`config.mk`:
```
export PLATFORM = sky130hd
export DESIGN_NAME = serial_loader
export DESIGN_NICKNAME = d
export VERILOG_FILES = /design/src/rtl/hack_pkg.sv /design/src/rtl/shift_register.sv /design/src/rtl/serial_loader.sv
export SDC_FILE = /design/constraint.sdc
export NUM_CORES = 1
export LEC_CHECK = 0
export BUFFER_PORTS_ARGS = -buffer_cell sky130_fd_sc_hd__clkbuf_2
export CORE_MARGIN = 2
export CORE_UTILIZATION = 60
export DETAILED_ROUTE_END_ITERATION = 10
export PLACE_DENSITY_LB_ADDON = 0.12
export SLEW_MARGIN = 20
export SYNTH_ARGS = -nofsm -noshare
export SYNTH_HDL_FRONTEND = slang
export SYNTH_SLANG_ARGS = --single-unit
export TNS_END_PERCENT = 10
```
`constraint.sdc`:
```
create_clock -name clk -period 6.5 [get_ports clk]
set_clock_uncertainty 0.15 [all_clocks]
set_input_delay 1.3 -clock clk [delete_from_list [all_inputs] [get_ports clk]]
set_output_delay 1.3 -clock clk [all_outputs]
set_load 0.01 [all_outputs]
```
`src/rtl/hack_pkg.sv`:
```
// Shared definitions for the serial program loader: FSM states and instruction word width.
package hack_pkg;
  localparam int WORD_W = 16;

  typedef enum logic [1:0] {
    IDLE  = 2'd0,
    LOAD  = 2'd1,
    WRITE = 2'd2,
    DONE  = 2'd3
  } state_t;
endpackage

```
`src/rtl/shift_register.sv`:
```
// MSB-first serial-in/parallel-out shift register; the first bit shifted in ends up in the top bit.
module shift_register
  import hack_pkg::*;
#(
  parameter int W = WORD_W
) (
  input  logic         clk,
  input  logic         resetb,
  input  logic         in_i,
  input  logic         en_i,
  output logic [W-1:0] out_o
);

  always_ff @(posedge clk or negedge resetb) begin
    if (!resetb) begin
      out_o <= '0;
    end else if (en_i) begin
      out_o <= {out_o[W-2:0], in_i};
    end
  end

endmodule

```
`src/rtl/serial_loader.sv`:
```
// Assembles a serial bit stream into 16-bit words and writes them to consecutive instruction-ROM
// addresses while holding the CPU in reset; releases the CPU when the loading session ends.
module serial_loader
  import hack_pkg::*;
#(
  parameter int ADDR_W = 15
) (
  input  logic              clk,
  input  logic              resetb,
  input  logic              load_i,
  input  logic              bit_i,
  input  logic              bit_valid_i,
  output logic              rom_we_o,
  output logic [ADDR_W-1:0] rom_addr_o,
  output logic [WORD_W-1:0] rom_data_o,
  output logic              cpu_hold_o,
  output logic              done_o,
  output logic              err_o
);

  localparam logic [ADDR_W:0] ADDR_LIMIT = {1'b1, {ADDR_W{1'b0}}};
  localparam logic [ADDR_W:0] ADDR_ONE   = {{ADDR_W{1'b0}}, 1'b1};

  state_t          state;
  logic [3:0]      bit_cnt;
  logic [ADDR_W:0] addr_cnt;
  logic            shift_en;
  logic            word_done;

  // Bits are only taken while a session is active; WRITE keeps accepting so streaming never stalls.
  assign shift_en  = bit_valid_i && ((state == LOAD) || (state == WRITE));
  assign word_done = shift_en && (bit_cnt == 4'd15);

  shift_register #(.W(WORD_W)) u_shift (
    .clk    (clk),
    .resetb (resetb),
    .in_i   (bit_i),
    .en_i   (shift_en),
    .out_o  (rom_data_o)
  );

  always_ff @(posedge clk or negedge resetb) begin
    if (!resetb) begin
      state      <= IDLE;
      bit_cnt    <= 4'd0;
      addr_cnt   <= '0;
      rom_we_o   <= 1'b0;
      rom_addr_o <= '0;
      cpu_hold_o <= 1'b1;
      done_o     <= 1'b0;
      err_o      <= 1'b0;
    end else begin
      rom_we_o <= 1'b0;
      if (shift_en) begin
        bit_cnt <= bit_cnt + 4'd1;
      end

      case (state)
        IDLE, DONE: begin
          if (load_i) begin
            state      <= LOAD;
            bit_cnt    <= 4'd0;
            addr_cnt   <= '0;
            rom_addr_o <= '0;
            err_o      <= 1'b0;
            done_o     <= 1'b0;
            cpu_hold_o <= 1'b1;
          end
        end

        LOAD: begin
          if (!load_i) begin
            // A partially received word is dropped and flagged.
            state      <= DONE;
            done_o     <= 1'b1;
            cpu_hold_o <= 1'b0;
            bit_cnt    <= 4'd0;
            if (bit_cnt != 4'd0) begin
              err_o <= 1'b1;
            end
          end else if (word_done) begin
            state <= WRITE;
            if (addr_cnt == ADDR_LIMIT) begin
              err_o <= 1'b1;
            end else begin
              rom_we_o   <= 1'b1;
              rom_addr_o <= addr_cnt[ADDR_W-1:0];
            end
          end
        end

        WRITE: begin
          if (rom_we_o) begin
            addr_cnt <= addr_cnt + ADDR_ONE;
          end
          if (load_i) begin
            state <= LOAD;
          end else begin
            state      <= DONE;
            done_o     <= 1'b1;
            cpu_hold_o <= 1'b0;
          end
        end

        default: state <= IDLE;
      endcase
    end
  end

endmodule

```
==> flow_summary.ini <==
[run_status]
outcome = finished clean

[layout]
drive_gt1_frac = 0.239
finalNetCount = 321
multi_input_comb_area_um2 = 1270
regArea_um2 = 1430
n_antenna_cell = 0
layout_common_cells = dfrtp_1, nand2_1, clkbuf_2, mux2i_1, mux2_2
area_delta_synth_final_pct = 15.9
final_util = 0.734
nFillCells = 330
layout_commonest_cell = dfrtp_1

[clock_tree]
postCtsSetupRepairBufs = 0
cts_buffer_depth = 2
ctsHoldBuffers = 0
clock_sinks = 57
cts_root_buf = clkbuf_8
cts-resized-gates = 0
cts_tree = done
clk-insertion-delay-late_ps = 340
htree_levels = 3
numCtsBuffers = 9
clkTransAtPathRegs_ps = 70

[global_route]
grtUsageMet1 = 0.332
grt_pass1_wl_mm = 9.62
grt_antenna_before_repair = 0
use_met2 = 0.356
overflow = 0
met3_usage = 0.0819
grt_usage = 0.240
grt.busiest_layer = met2
grt_pass1_vias = 2096
grt_max_degree = 58

[hold_path]
hold_path_class = register to register

[synth]
syn_nets = 283
synth_seq_cells = 57
synth_cells = 271
synth_edf_count = 0
ys_types = 44
synthArstFlopShare = 1.00
synth-main-ff-cell = dfrtp_1
yosys_warnings = 0
yosysSeqAreaShare = 0.507
synthesis.area_um2 = 2820
post_synth.cell_area_avg_um2 = 10.4

[die]
initial_core_util = 0.633
num_rows = 24
die_h_um = 72.5
die_x_um = 72.5
dieArea_um2 = 5260
core_area_um2 = 4440
ioPinCount = 40

[critical_path]
cp_slowest_cell = or3b_1
crit_chain = clkbuf_2 > and2b_1 > and4_1 > or3b_1 > mux2i_1
worstPathArrival_ps = 3290
critical_path_class = input port to register
cp.required_ps = 6540
cp-end-kind = register
start_kind = input port
cp_top_family = simple AND/OR/NAND/NOR gates
crit_path_max_fanout = 21
slowest_delay_ps = 720
crit_buf_inv = 1

[placed_design]
port_buffers = 39
dp_hpwl_mm = 3.66
gp_congestion = 0.825

[detailed_routing]
wirelength_mm = 5.58
drcViolationCount = 0
wire_per_inst_um = 15.3
antenna_left = 0
drtPass1Iterations = 4
dr_total_vias = 2152
via_per_inst = 5.88
drt-initial-drc-count = 135

[sta]
fmax_mhz = 308
period_share = 0.499
relSlewSlack = 0.428
setup-tns-final_ps = 0
slew_viol_final = 0
worstMarginPinSlew_ps = 859
final.min_clock_period_ps = 3240
rsz0062_at_grt = no
final-hold-violation-count = 0
finalSetupViolCount = 0

[run]
max_cap_violations = 0

[power_and_ir_drop]
peakVddDrop_mv = 0.343
p_leak_nw = 1.58
powerDensity_nw_per_um2 = 399
[synth_stat cells, types with 2 or more instances]
master,instances,area share
nor3_1,7,0.012
buf_2,3,0.0053
o31ai_1,6,0.016
inv_1,12,0.016
xnor2_1,2,0.0062
maj3_1,2,0.0071
or4_1,5,0.013
dfrtp_1,56,0.50
or3_1,4,0.0089
and2_1,2,0.0044
clkbuf_1,8,0.011
a21oi_1,13,0.023
o21ai_0,7,0.012
and4_1,5,0.016
a31oi_1,3,0.0067
nand3_1,7,0.012
mux2i_1,18,0.064
xor2_1,2,0.0062
o21a_1,2,0.0053
nand2_1,42,0.056
nor4_1,2,0.0044
nand4_1,7,0.016
mux2_2,17,0.068
buf_4,2,0.0053
ha_1,7,0.031
nor2_1,12,0.016
[worst register-to-register path: stages, from the launching register on]
cell     delay (ps)
dfrtp_1         380
inv_1            90
ha_1            460
and2b_1         750
and4_1          300
or3b_1          720
mux2i_1         230
[logic make-up (layout without fill, tap and decap cells)]
kind of cell / count (synthesis) / after routing / share of synthesized area
simple gates: 101 / 101 / 0.181
flops: 57 / 57 / 0.507
compound gates: 39 / 39 / 0.0876
mux: 35 / 35 / 0.132
buf+inv: 26 / 69 / 0.0413
fa+ha+maj: 9 / 9 / 0.0382
xor+xnor: 4 / 4 / 0.0124
[state kept, by name (all words and copies together) (netlist names)]
name / cells
addr_cnt: 16
bit_cnt: 4
cpu_hold_o: 1
done_o: 1
err_o: 1
rom_addr_o: 15
rom_we_o: 1
state: 2
u_shift.out_o: 16
[through the flow]
step	setup slack [ps]	instance area (um2)	power (W)	hold WS [ps]	cells
2_1_floorplan	3840	2820	0.000774	363	271
3_3_place_gp	2900	3020	0.000887	363	350
3_5_place_dp	2860	3020	0.000896	345	350
4_1_cts	3230	3260	0.00131	370	366
5_1_grt	2980	3260	0.00137	400	366
6_report	3260	3260	0.00130	375	366
[final timing paths]
path,from,to,slack [ps],depth (start not counted)
min in group asynchronous,resetb,state[1],940,2
worst min-delay path,rom_addr_o[11],rom_addr_o[11],370,2
worst max-delay path,bit_valid_i,rom_addr_o[3],3260,5
worst min register to register,rom_addr_o[11],rom_addr_o[11],370,2
worst max register to register,state[0],rom_addr_o[3],3270,6
max in group asynchronous,resetb,addr_cnt[6],4810,2
[power breakdown]
group / total [W] / leakage, nW / internal (W) / switching (W)
registers: 0.000480 / 0.759 / 0.000429 / 0.0000511
logic: 0.000411 / 0.700 / 0.000174 / 0.000238
clock network: 0.000411 / 0.120 / 0.000264 / 0.000146
[cell type report]
class                      count  area share
sequential                    57       0.438
multi-input combinational    188       0.390
timing repair buffer          41      0.0644
clock buffer                  11      0.0433
clock inverter                 5      0.0314
tap                           52      0.0199
inverter                      12      0.0138
[per-layer routing]
| layer | vias to the layer above | share of wire |
|---|---|---|
| met5 | - | 0 |
| met4 | 0 | 0.012 |
| met3 | 8 | 0.056 |
| met2 | 73 | 0.48 |
| met1 | 1032 | 0.45 |
| li1 | 1039 | - |
(Power assumes the default switching activity.)
